<file path="src/rtl/riscv_pkg.sv">
// Shared RV32I pipeline definitions: datapath widths, ALU opcodes,
// ResultSrc encodings and forward-select codes.
package riscv_pkg;

  localparam int unsigned XLEN       = 32;
  localparam int unsigned REG_AW     = 5;
  localparam int unsigned ALU_CTRL_W = 3;
  localparam int unsigned RES_SRC_W  = 2;
  localparam int unsigned FWD_SEL_W  = 2;

  localparam logic [ALU_CTRL_W-1:0] ALU_ADD = 3'b000;
  localparam logic [ALU_CTRL_W-1:0] ALU_SUB = 3'b001;
  localparam logic [ALU_CTRL_W-1:0] ALU_AND = 3'b010;
  localparam logic [ALU_CTRL_W-1:0] ALU_OR  = 3'b011;
  localparam logic [ALU_CTRL_W-1:0] ALU_SLT = 3'b101;

  typedef enum logic [RES_SRC_W-1:0] {
    RES_ALU = 2'b00,
    RES_MEM = 2'b01,
    RES_PC4 = 2'b10
  } res_src_e;

  localparam logic [FWD_SEL_W-1:0] FWD_RF = 2'b00;
  localparam logic [FWD_SEL_W-1:0] FWD_W  = 2'b01;
  localparam logic [FWD_SEL_W-1:0] FWD_M  = 2'b10;

endpackage

</file>
<file path="src/rtl/execute_stage_alu.sv">
// Combinational integer ALU: add/sub/and/or/signed slt; unused opcodes yield 0.
module alu
  import riscv_pkg::*;
#(
  parameter int unsigned WIDTH = XLEN
) (
  input  logic [WIDTH-1:0]      SrcA,
  input  logic [WIDTH-1:0]      SrcB,
  input  logic [ALU_CTRL_W-1:0] ALUControl,
  output logic [WIDTH-1:0]      ALUResult,
  output logic                  Zero
);

  logic slt;

  assign slt = $signed(SrcA) < $signed(SrcB);

  always_comb begin
    ALUResult = '0;
    case (ALUControl)
      ALU_ADD: ALUResult = SrcA + SrcB;
      ALU_SUB: ALUResult = SrcA - SrcB;
      ALU_AND: ALUResult = SrcA & SrcB;
      ALU_OR:  ALUResult = SrcA | SrcB;
      ALU_SLT: ALUResult = WIDTH'(slt);
      default: ALUResult = '0;
    endcase
  end

  assign Zero = (ALUResult == '0);

endmodule

</file>
<file path="src/rtl/execute_stage.sv">
// RV32I execute stage: M/W forwarding, ALU, branch/jump resolution and
// the EX/MEM pipeline register.
module execute_stage
  import riscv_pkg::*;
#(
  parameter int unsigned DATA_WIDTH    = XLEN,
  parameter int unsigned ADDRESS_WIDTH = REG_AW
) (
  input  logic                     CLK,
  input  logic                     CLR,
  input  logic                     RegWriteE,
  input  logic                     MemWriteE,
  input  logic                     JumpE,
  input  logic                     BranchE,
  input  logic                     ALUSrcE,
  input  logic [RES_SRC_W-1:0]     ResultSrcE,
  input  logic [ALU_CTRL_W-1:0]    ALUControlE,
  input  logic [ADDRESS_WIDTH-1:0] Rs1E,
  input  logic [ADDRESS_WIDTH-1:0] Rs2E,
  input  logic [ADDRESS_WIDTH-1:0] RdE,
  input  logic [DATA_WIDTH-1:0]    RD1E,
  input  logic [DATA_WIDTH-1:0]    RD2E,
  input  logic [DATA_WIDTH-1:0]    PCE,
  input  logic [DATA_WIDTH-1:0]    ImmExtE,
  input  logic [DATA_WIDTH-1:0]    PCPlus4E,
  input  logic                     RegWriteW,
  input  logic [ADDRESS_WIDTH-1:0] RdW,
  input  logic [DATA_WIDTH-1:0]    ResultW,
  output logic                     PCSrcE,
  output logic [DATA_WIDTH-1:0]    PCTargetE,
  output logic [FWD_SEL_W-1:0]     ForwardAE,
  output logic [FWD_SEL_W-1:0]     ForwardBE,
  output logic                     RegWriteM,
  output logic                     MemWriteM,
  output logic [RES_SRC_W-1:0]     ResultSrcM,
  output logic [ADDRESS_WIDTH-1:0] RdM,
  output logic [DATA_WIDTH-1:0]    ALUResultM,
  output logic [DATA_WIDTH-1:0]    WriteDataM,
  output logic [DATA_WIDTH-1:0]    PCPlus4M
);

  logic [DATA_WIDTH-1:0] src_a;
  logic [DATA_WIDTH-1:0] src_b;
  logic [DATA_WIDTH-1:0] write_data;
  logic [DATA_WIDTH-1:0] alu_result;
  logic                  zero;
  logic                  m_hit_a, m_hit_b, w_hit_a, w_hit_b;

  // Hazard match: a writer to x0 never forwards; M is newer than W so it wins.
  assign m_hit_a = RegWriteM && (RdM != '0) && (RdM == Rs1E);
  assign m_hit_b = RegWriteM && (RdM != '0) && (RdM == Rs2E);
  assign w_hit_a = RegWriteW && (RdW != '0) && (RdW == Rs1E);
  assign w_hit_b = RegWriteW && (RdW != '0) && (RdW == Rs2E);

  always_comb begin
    ForwardAE = FWD_RF;
    ForwardBE = FWD_RF;
    if (m_hit_a)      ForwardAE = FWD_M;
    else if (w_hit_a) ForwardAE = FWD_W;
    if (m_hit_b)      ForwardBE = FWD_M;
    else if (w_hit_b) ForwardBE = FWD_W;
  end

  // Operand muxes after forwarding.
  always_comb begin
    src_a      = RD1E;
    write_data = RD2E;
    case (ForwardAE)
      FWD_W:   src_a = ResultW;
      FWD_M:   src_a = ALUResultM;
      default: src_a = RD1E;
    endcase
    case (ForwardBE)
      FWD_W:   write_data = ResultW;
      FWD_M:   write_data = ALUResultM;
      default: write_data = RD2E;
    endcase
  end

  assign src_b = ALUSrcE ? ImmExtE : write_data;

  alu #(
    .WIDTH(DATA_WIDTH)
  ) u_alu (
    .SrcA      (src_a),
    .SrcB      (src_b),
    .ALUControl(ALUControlE),
    .ALUResult (alu_result),
    .Zero      (zero)
  );

  assign PCSrcE    = JumpE | (BranchE & zero);
  assign PCTargetE = PCE + ImmExtE;

  // EX/MEM register; CLR wins over the incoming instruction.
  always_ff @(posedge CLK) begin
    if (CLR) begin
      RegWriteM  <= 1'b0;
      MemWriteM  <= 1'b0;
      ResultSrcM <= '0;
      RdM        <= '0;
      ALUResultM <= '0;
      WriteDataM <= '0;
      PCPlus4M   <= '0;
    end else begin
      RegWriteM  <= RegWriteE;
      MemWriteM  <= MemWriteE;
      ResultSrcM <= ResultSrcE;
      RdM        <= RdE;
      ALUResultM <= alu_result;
      WriteDataM <= write_data;
      PCPlus4M   <= PCPlus4E;
    end
  end

endmodule

</file>
<file path="config.mk">
export PLATFORM = sky130hd
export DESIGN_NAME = execute_stage
export DESIGN_NICKNAME = d
export VERILOG_FILES = /design/src/rtl/riscv_pkg.sv /design/src/rtl/execute_stage_alu.sv /design/src/rtl/execute_stage.sv
export SDC_FILE = /design/constraint.sdc
export NUM_CORES = 1
export LEC_CHECK = 0
export CAP_MARGIN = 10
export CORE_UTILIZATION = 52
export CTS_CLUSTER_DIAMETER = 60
export DETAILED_ROUTE_END_ITERATION = 6
export GPL_TIMING_DRIVEN = 0
export PLACE_DENSITY = 0.87
export SYNTH_ARGS = -nofsm -noshare
export SYNTH_HDL_FRONTEND = slang
export SYNTH_SLANG_ARGS = --single-unit
</file>
<file path="constraint.sdc">
create_clock -name CLK -period 17.75 [get_ports CLK]
set_input_delay 5.325 -clock CLK [delete_from_list [all_inputs] [get_ports CLK]]
set_output_delay 5.325 -clock CLK [all_outputs]
set_load 0.01 [all_outputs]
</file>
; ---- Word-level counts from Yosys, hierarchy flattened
; Cells that the tools add are included.
[classes]
n_addsub = 3
order_cmp = 1
n_eq_ne = 12
muxes = 8
n_bitwise = 4
n_reduce_logical = 10
[op_table]
columns = cell, count
row1 = 32-bit one-hot mux with 5 select lines, 1
row2 = 32-bit one-hot mux with 2 select lines, 2
row3 = 32-bit adder, 2
row4 = 32-bit bitwise AND, 1
row5 = 32-bit zero test, 1
row6 = 32-bit less-than comparator, 1
row7 = 32-bit 2-to-1 mux, 1
row8 = 32-bit bitwise OR, 1
row9 = 32-bit subtractor, 1
row10 = 5-bit == test, 4
row11 = 5-bit nonzero test, 2
row12 = 3-bit by 2-bit == test with 1-bit output (second input constant), 2
row13 = 1-bit logical AND, 6
row14 = 2-bit by 1-bit == test with 1-bit output (second input constant), 2
row15 = 2-bit == test (second input constant), 2
row16 = 2-bit 2-to-1 mux, 2
row17 = 3-bit by 1-bit == test with 1-bit output (second input constant), 1
row18 = 3-bit == test (second input constant), 1
row19 = 3-bit zero test, 1
row20 = 1-bit 2-to-1 mux, 2
row21 = 1-bit bitwise AND, 1
row22 = 1-bit bitwise OR, 1
[word_totals]
ff_bits = 105
inputBits = 225
out_inout_bits = 142

; ---- Logic depth before layout (Yosys ltp)
[logic_depth]
word_depth = 13
ltp_mapped = 23
ltp_nobuf = 21

; ---- Cells and area by module
; From an unflattened synthesis, not the netlist that was laid out.
[unflattened]
cells_unflattened = 1575
hier_area_um2 = 11906.4
[by_module_without_submodules]
columns = module, instances, cells_each, area_each_um2, seq_area_each_um2
row1 = execute_stage, 1, 757, 6541.3, 2102.0
row2 = alu, 1, 818, 5365.1, 0.0

; ---- Worst setup path before layout
; Ideal clock, no wire load.
[synth_path]
path_type = in2out
startpoint = input port Rs2E[4]
endpoint = output port PCSrcE
arrival_time_ps = 10225
slack_ps = 2200
cell_stages = 21
path_cell_list = xnor2_1 -> nand3_1 -> nor4_1 -> clkbuf_1 -> mux2i_1 -> a21oi_1 -> mux2_2 -> ha_1 -> buf_6 -> a21o_1 -> or3_1 -> o211a_4 -> o2111ai_4 -> a21oi_2 -> a2111oi_4 -> o22ai_1 -> a2111oi_2 -> and4_1 -> nand4_1 -> nor4_2 -> a41o_1
[synth_via]
elab_chain_cells = 12
word_cells_on_any_way = 19
cone_classes = add/sub: 2 / order compare: 1 / eq/ne: 4 / mux: 5 / bitwise: 4 / reduce/logical: 3
[synth_rtl]
columns = item, line_no
row1 = from (decl), execute_stage.sv:19  ; input logic [ADDRESS_WIDTH-1:0] Rs2E,
row2 = 5-bit == test, execute_stage.sv:53  ; assign w_hit_b = RegWriteW && (RdW != '0) && (RdW == Rs2E);
row3 = 1-bit logical AND, execute_stage.sv:53
row4 = 1-bit 2-to-1 mux, execute_stage.sv:61  ; else if (w_hit_b) ForwardBE = FWD_W;
row5 = 2-bit 2-to-1 mux (*), execute_stage.sv:60  ; if (m_hit_b) ForwardBE = FWD_M;
row6 = 2-bit == test / 2-bit by 1-bit == test with 1-bit output (equally long branches), execute_stage.sv:73  ; case (ForwardBE)
row7 = 32-bit one-hot mux with 2 select lines (*), execute_stage.sv:73
row8 = 32-bit 2-to-1 mux (*), execute_stage.sv:80  ; assign src_b = ALUSrcE ? ImmExtE : write_data;
row9 = 32-bit subtractor (tied with other cells), execute_stage_alu.sv:22  ; ALU_SUB: ALUResult = SrcA - SrcB;
row10 = 32-bit one-hot mux with 5 select lines (*), execute_stage_alu.sv:20  ; case (ALUControl)
row11 = 32-bit zero test (*), execute_stage_alu.sv:30  ; assign Zero = (ALUResult == '0);
row12 = 1-bit bitwise AND (*), execute_stage.sv:92  ; assign PCSrcE = JumpE | (BranchE & zero);
row13 = 1-bit bitwise OR (*), execute_stage.sv:92
row14 = to (decl), execute_stage.sv:29  ; output logic PCSrcE,
; Every way passes the cells marked *; elsewhere a longest branch is shown, timed or not.

; ---- Worst setup path in the final report
; Same ends and word-level chain as after synthesis.

==> flow_summary.json <==
{
  "outcome": "complete, no violations",
  "rows": 53,
  "dr.pass1.iters": 6,
  "holdWs_ns": 0.654,
  "cts_tree": "yes",
  "totalWireLength_mm": 54.5,
  "clock_sinks": 105,
  "power_density_mw_per_mm2": 64.2,
  "netlist_area_mm2": 0.0115,
  "yosysTopAreaCell": "dfxtp_1",
  "start_util_pct": 53.8,
  "hold_buffers": 0,
  "crit_path_start_kind": "input pin",
  "synth_area_leaders": "dfxtp_1, ha_1, mux2i_1, nor2b_1, a21oi_1",
  "tightest_slew_ns": 1.06,
  "grt_pass1_wl_mm": 78.9,
  "synth-edff-count": 0,
  "p_leak_nw": 6.52,
  "slowest_delay_ns": 0.62,
  "mostFrequentLayoutCells": "clkdlybuf4s50_1, nor2_1, ha_1",
  "clk_pin_slew_worst_paths_ns": 0.08,
  "clock_latency_ns": 0.36,
  "synth_top_area_share_pct": 18.3,
  "hold_viol_final": 0,
  "crit_arrival_ns": 12.29,
  "drive_above_1_share_pct": 6.17,
  "slew_headroom_pct": 29.0,
  "grt.overflow.total": 0,
  "place_inst": 2138,
  "clockBufferDepth": 2,
  "grt_pass1_vias": 13600,
  "critical_path_required_ns": 12.42,
  "yosysSeqAreaShare_pct": 18.3,
  "synth_warnings": 0,
  "syn_inst": 1499,
  "cp_slowest_cell": "or4_1",
  "syn2layout_area_growth_pct": 38.4,
  "portBuffers": 363,
  "fin_tns_setup_ns": 0,
  "critical_path_class": "input pin to output pin",
  "io_pins": 367,
  "layout_commonest_cell": "clkdlybuf4s50_1",
  "place_area_mm2": 0.0155,
  "vias": 13900,
  "wl_per_cell_um": 25.3,
  "dieArea_mm2": 0.0226,
  "dieWidth_um": 150,
  "fin_area_mm2": 0.0159,
  "crit_fanout": 10,
  "maxSlewViolCount": 0,
  "die_y_um": 150,
  "timing.final.crit_share_pct": 99.2,
  "dp_hpwl_mm": 44.4,
  "fmax_mhz": 56.8,
  "period_needed_ns": 17.61,
  "cts_root_buf": "clkbuf_16",
  "clock_skew_ns": 0.00734,
  "syn_avg_cell_area_um2": 7.64,
  "ir_drop_mv": 0.0495,
  "htree_levels": 3,
  "synth_ff_type": "dfxtp_1",
  "nets": 2234,
  "gp_congestion": 1.10,
  "antenna_found_initial": 2,
  "finish.utilization_pct": 74.5,
  "cp-end-kind": "output pin",
  "cts_buffers": 9,
  "track_usage_pct": 46.9,
  "syn-num-nets": 1858,
  "async_flop_share_pct": 0,
  "max_cap_violations": 0,
  "holdCritPathClass": "flop to flop",
  "final_cells": 2157,
  "drc": 0,
  "setup_viol": 0,
  "grt_max_degree": 21,
  "viasPerCell": 6.44,
  "core_area_mm2": 0.0213,
  "yosysUniqueCellTypes": 91,
  "ant_nets": 0,
  "drt-initial-drc-count": 1649,
  "synth-seq-cells": 105
}
==> cell type report <==
type | count | area [um2]
fill | 1563 | 5420
inverter | 109 | 409
timing repair buffer | 366 | 3650
sequential | 105 | 2100
multi-input combinational | 1209 | 8710
clock buffer | 9 | 225
tap | 275 | 344
antenna | 2 | 5.00
clock inverter | 7 | 95.1
buffer | 75 | 317
==> per-layer routing <==
metal	track usage, %	up-vias	part of all wire, %
met4	27.9	2	6.0
li1	-	6104	-
met1	56.6	6457	37
met5	0	-	0.024
met2	71.8	1069	43
met3	16.1	260	14
==> critical path: cells and delay by family <==
family          cells  cell delay (ns)
xor+xnor            1             0.14
compound gates      8             1.86
fa+ha+maj           2             0.43
buf+inv             5             1.88
simple gates        8             2.25
mux                 1             0.38
==> power breakdown <==
part | switching, W | total (W) | internal (W)
combinational | 0.000299 | 0.000533 | 0.000235
sequential | 0.0000122 | 0.000265 | 0.000252
clock | 0.000107 | 0.000221 | 0.000114
==> path summary, 6_finish.rpt <==
path | from | cells past startpoint | slack, ns | endpoint
setup / recovery | Rs2E[4] | 25 | 0.14 | PCSrcE
hold / removal | ALUResultM[12] | 3 | 0.65 | WriteDataM[12]
setup reg to reg | RdM[0] | 20 | 11.10 | ALUResultM[31]
hold reg to reg | ALUResultM[12] | 3 | 0.65 | WriteDataM[12]
==> cells by family (layout without fill, tap and decap cells) <==
logic type / Yosys count / after routing / share of synthesized area, %
and+or+nand+nor: 478 / 478 / 20.7
AOI/OAI and AO/OA: 432 / 432 / 25.7
buffers and inverters: 185 / 566 / 6.29
adders and majority gates: 134 / 134 / 14.8
DFF: 105 / 105 / 18.3
muxes: 104 / 104 / 9.51
xor gates and xnor gates: 61 / 61 / 4.66
other: 0 / 2 / 0
==> Yosys cell counts (all sizes together), types with 17 or more instances <==
master	instances
nor2	154
ha	131
a21oi	125
inv	109
dfxtp	105
nor2b	98
nand2	93
o21ai	82
mux2i	74
clkbuf	59
xnor2	43
a211oi	29
mux2	29
nor3	28
a21o	27
nand3	24
xor2	18
a31oi	17
buf	17
o21a	17
==> stage by stage <==
step                      total power (W)  setup slack, ns
after detailed placement         0.000774           -0.506
final                             0.00102            0.137
after global routing              0.00105          -0.0440
after global placement           0.000765            -1.22
after floorplan                  0.000553             2.20
after CTS                        0.000991           0.0333
==> state kept, by name (all words and copies together) (netlist names) <==
register    flops
ALUResultM     32
PCPlus4M       32
WriteDataM     32
RdM             5
ResultSrcM      2
MemWriteM       1
RegWriteM       1
==> repair_timing <==
item / CTS / global route
pin swaps: 0 / 1
cloned: 0 / 0
buffers inserted: 0 / 1
gates resized for setup: 10 / 11
setup endpoints to repair: 1 / 1
(Power assumes the default switching activity.)
==> RTL change (same settings) <==
The package constant `FWD_SEL_W` goes from 2 to 3.
--- a/src/rtl/riscv_pkg.sv
+++ b/src/rtl/riscv_pkg.sv
@@ -6,7 +6,7 @@
   localparam int unsigned REG_AW     = 5;
   localparam int unsigned ALU_CTRL_W = 3;
   localparam int unsigned RES_SRC_W  = 2;
-  localparam int unsigned FWD_SEL_W  = 2;
+  localparam int unsigned FWD_SEL_W  = 3;
 
   localparam logic [ALU_CTRL_W-1:0] ALU_ADD = 3'b000;
   localparam logic [ALU_CTRL_W-1:0] ALU_SUB = 3'b001;
Ports: changed (resized ForwardAE and ForwardBE); port bits go from 367 to 369. No check against the original RTL was run, so the function may have changed too.
==> RTL change against the original RTL <==
Clock skew is 0.011 ns higher. Worst setup slack worse by 0.096 ns. Cell count is 0.23% higher. Design area is 0.24% higher. Sequential cell count stayed put. Total power is 1.6% lower. Combinational power hardly changed. First-iteration DRC count is 5.4% lower. Sequential share of layout area hardly changed. Area after synthesis is 0.16% higher. Routed wire length is 1.7% higher. Via count is 0.50% lower. Critical path type unchanged. Largest cell class unchanged.
==> RTL change: results <==
metrics = {
    "grt": {
        "grt_pass1_wl_mm": 79.36,
        "grt_pass1_vias": 13310,
        "antenna_found_initial": 1,
        "track_usage": 0.4736,
        "grt_max_degree": 20,
    },
    "logic_synthesis": {
        "syn_inst": 1502,
        "synth.top_cells.by_count": "154 x nor2_1, 131 x ha_1, 120 x a21oi_1",
        "ys_warn_count": 0,
        "netlist_top_cells_area": "dfxtp_1 18%, ha_1 14%, mux2i_1 6.5%",
        "ys_types": 92,
        "synth_flop_cell": "dfxtp_1",
        "async_flop_share": 0,
        "yosysSeqAreaShare": 0.1831,
    },
    "clock_tree": {
        "cts_made_buffers": 9,
        "clkSlewWorstSetupHoldPaths_ns": 0.08,
        "clock_latency_ns": 0.37,
        "root_buffer": "clkbuf_16",
        "htreeDepth": 3,
        "cts_buffer_depth": 2,
    },
    "cells_and_area": {
        "num-nets-final": 2239,
        "nFillCells": 1585,
        "drive_above_1_share": 0.06737,
    },
    "place": {
        "pre_cts_slack_ns": -0.5604,
        "gp_congestion": 1.032,
        "place_area_um2": 15480,
        "port_buffers": 363,
        "dp_hpwl_mm": 45.45,
        "placed_cells": 2142,
    },
    "sta": {
        "max_freq_ghz": 0.05647,
        "slew_headroom": 0.2569,
        "finClkSkew_ns": 0.01805,
        "fin_hold_ws_ns": 0.6658,
    },
    "detailed_routing": {
        "drt-initial-drc-count": 1560,
        "wl_mm": 55.41,
        "viasPerCell": 6.393,
        "firstDrtPassIters": 6,
        "post_drt_wl_per_cell_um": 25.63,
    },
    "worst_hold_path": {
        "worstHoldPathType": "reg2reg",
    },
    "critical_path": {
        "worstPathArrival_ns": 12.38,
        "ff2ff_setup_slack_ns": 11.30,
        "crit_path_top_delay_cell": "clkdlybuf4s50_1",
        "cp_slowest_stage_delay_ns": 0.59,
        "critPathTopFamily": "compound AO/OA/AOI/OAI gates",
    },
    "power": {
        "power.leakage_nw": 6.547,
        "ir_drop_mv": 0.04692,
    },
    "floorplan": {
        "fp.dieW_um": 150.6,
    },
    "outcome": {
        "status": "completed",
    },
}
[RTL change: cell count changes after synthesis, sizes merged]
cell	change
conb	+1
buf	+2
[RTL change: cell families after synthesis]
logic type	count (synthesis)	synth area share
simple gates	478	0.2068
mux	104	0.09494
flops	105	0.1831
other cells	1	0.0003267
fa+ha+maj	134	0.1480
xor+xnor	61	0.04654
buf+inv	187	0.06409
compound gates	432	0.2562
[RTL change: layer usage]
metal | up-vias | track usage | routed length [um] | share of wire
met2 | 1002 | 0.7417 | 24240 | 0.44
met3 | 220 | 0.1424 | 7251 | 0.13
met4 | 0 | 0.2635 | 3305 | 0.060
met5 | - | 0 | 0 | 0
met1 | 6498 | 0.5768 | 20610 | 0.37
li1 | 6102 | - | - | -
[RTL change: worst paths after layout]
kind,start,endpoint,depth (start not counted)
min,ALUResultM[19],WriteDataM[19],3
max reg2reg,RdM[0],ALUResultM[29],19
max,RdW[0],PCSrcE,24
min reg2reg,ALUResultM[19],WriteDataM[19],3
[RTL change: power by group]
group	internal, mW	leakage, nW	switching, mW	total (mW)
clock network	0.0989	0.138	0.103	0.202
logic	0.235	5.54	0.300	0.535
registers	0.252	0.872	0.0121	0.265
total	0.587	6.55	0.415	1.00
[RTL change: timing repair]
| action | CTS | global route |
|---|---|---|
| hold buffers | 0 | 0 |
| endpoints found under the setup margin | 1 | 1 |
| resized for setup | 13 | 29 |
| pin swaps | 0 | 1 |
| setup buffers | 0 | 3 |
[RTL change: cell type report]
type	count	area (um2)	area share
clock inverter	6	61.31	0.003856
inverter	109	409.1	0.02573
buffer	77	344.1	0.02164
timing repair buffer	367	3664	0.2304
clock buffer	10	229.0	0.01440
antenna	2	5.005	0.0003147
sequential	105	2102	0.1322
multi-input combinational	1211	8743	0.5498
tap	275	344.1	0.02164
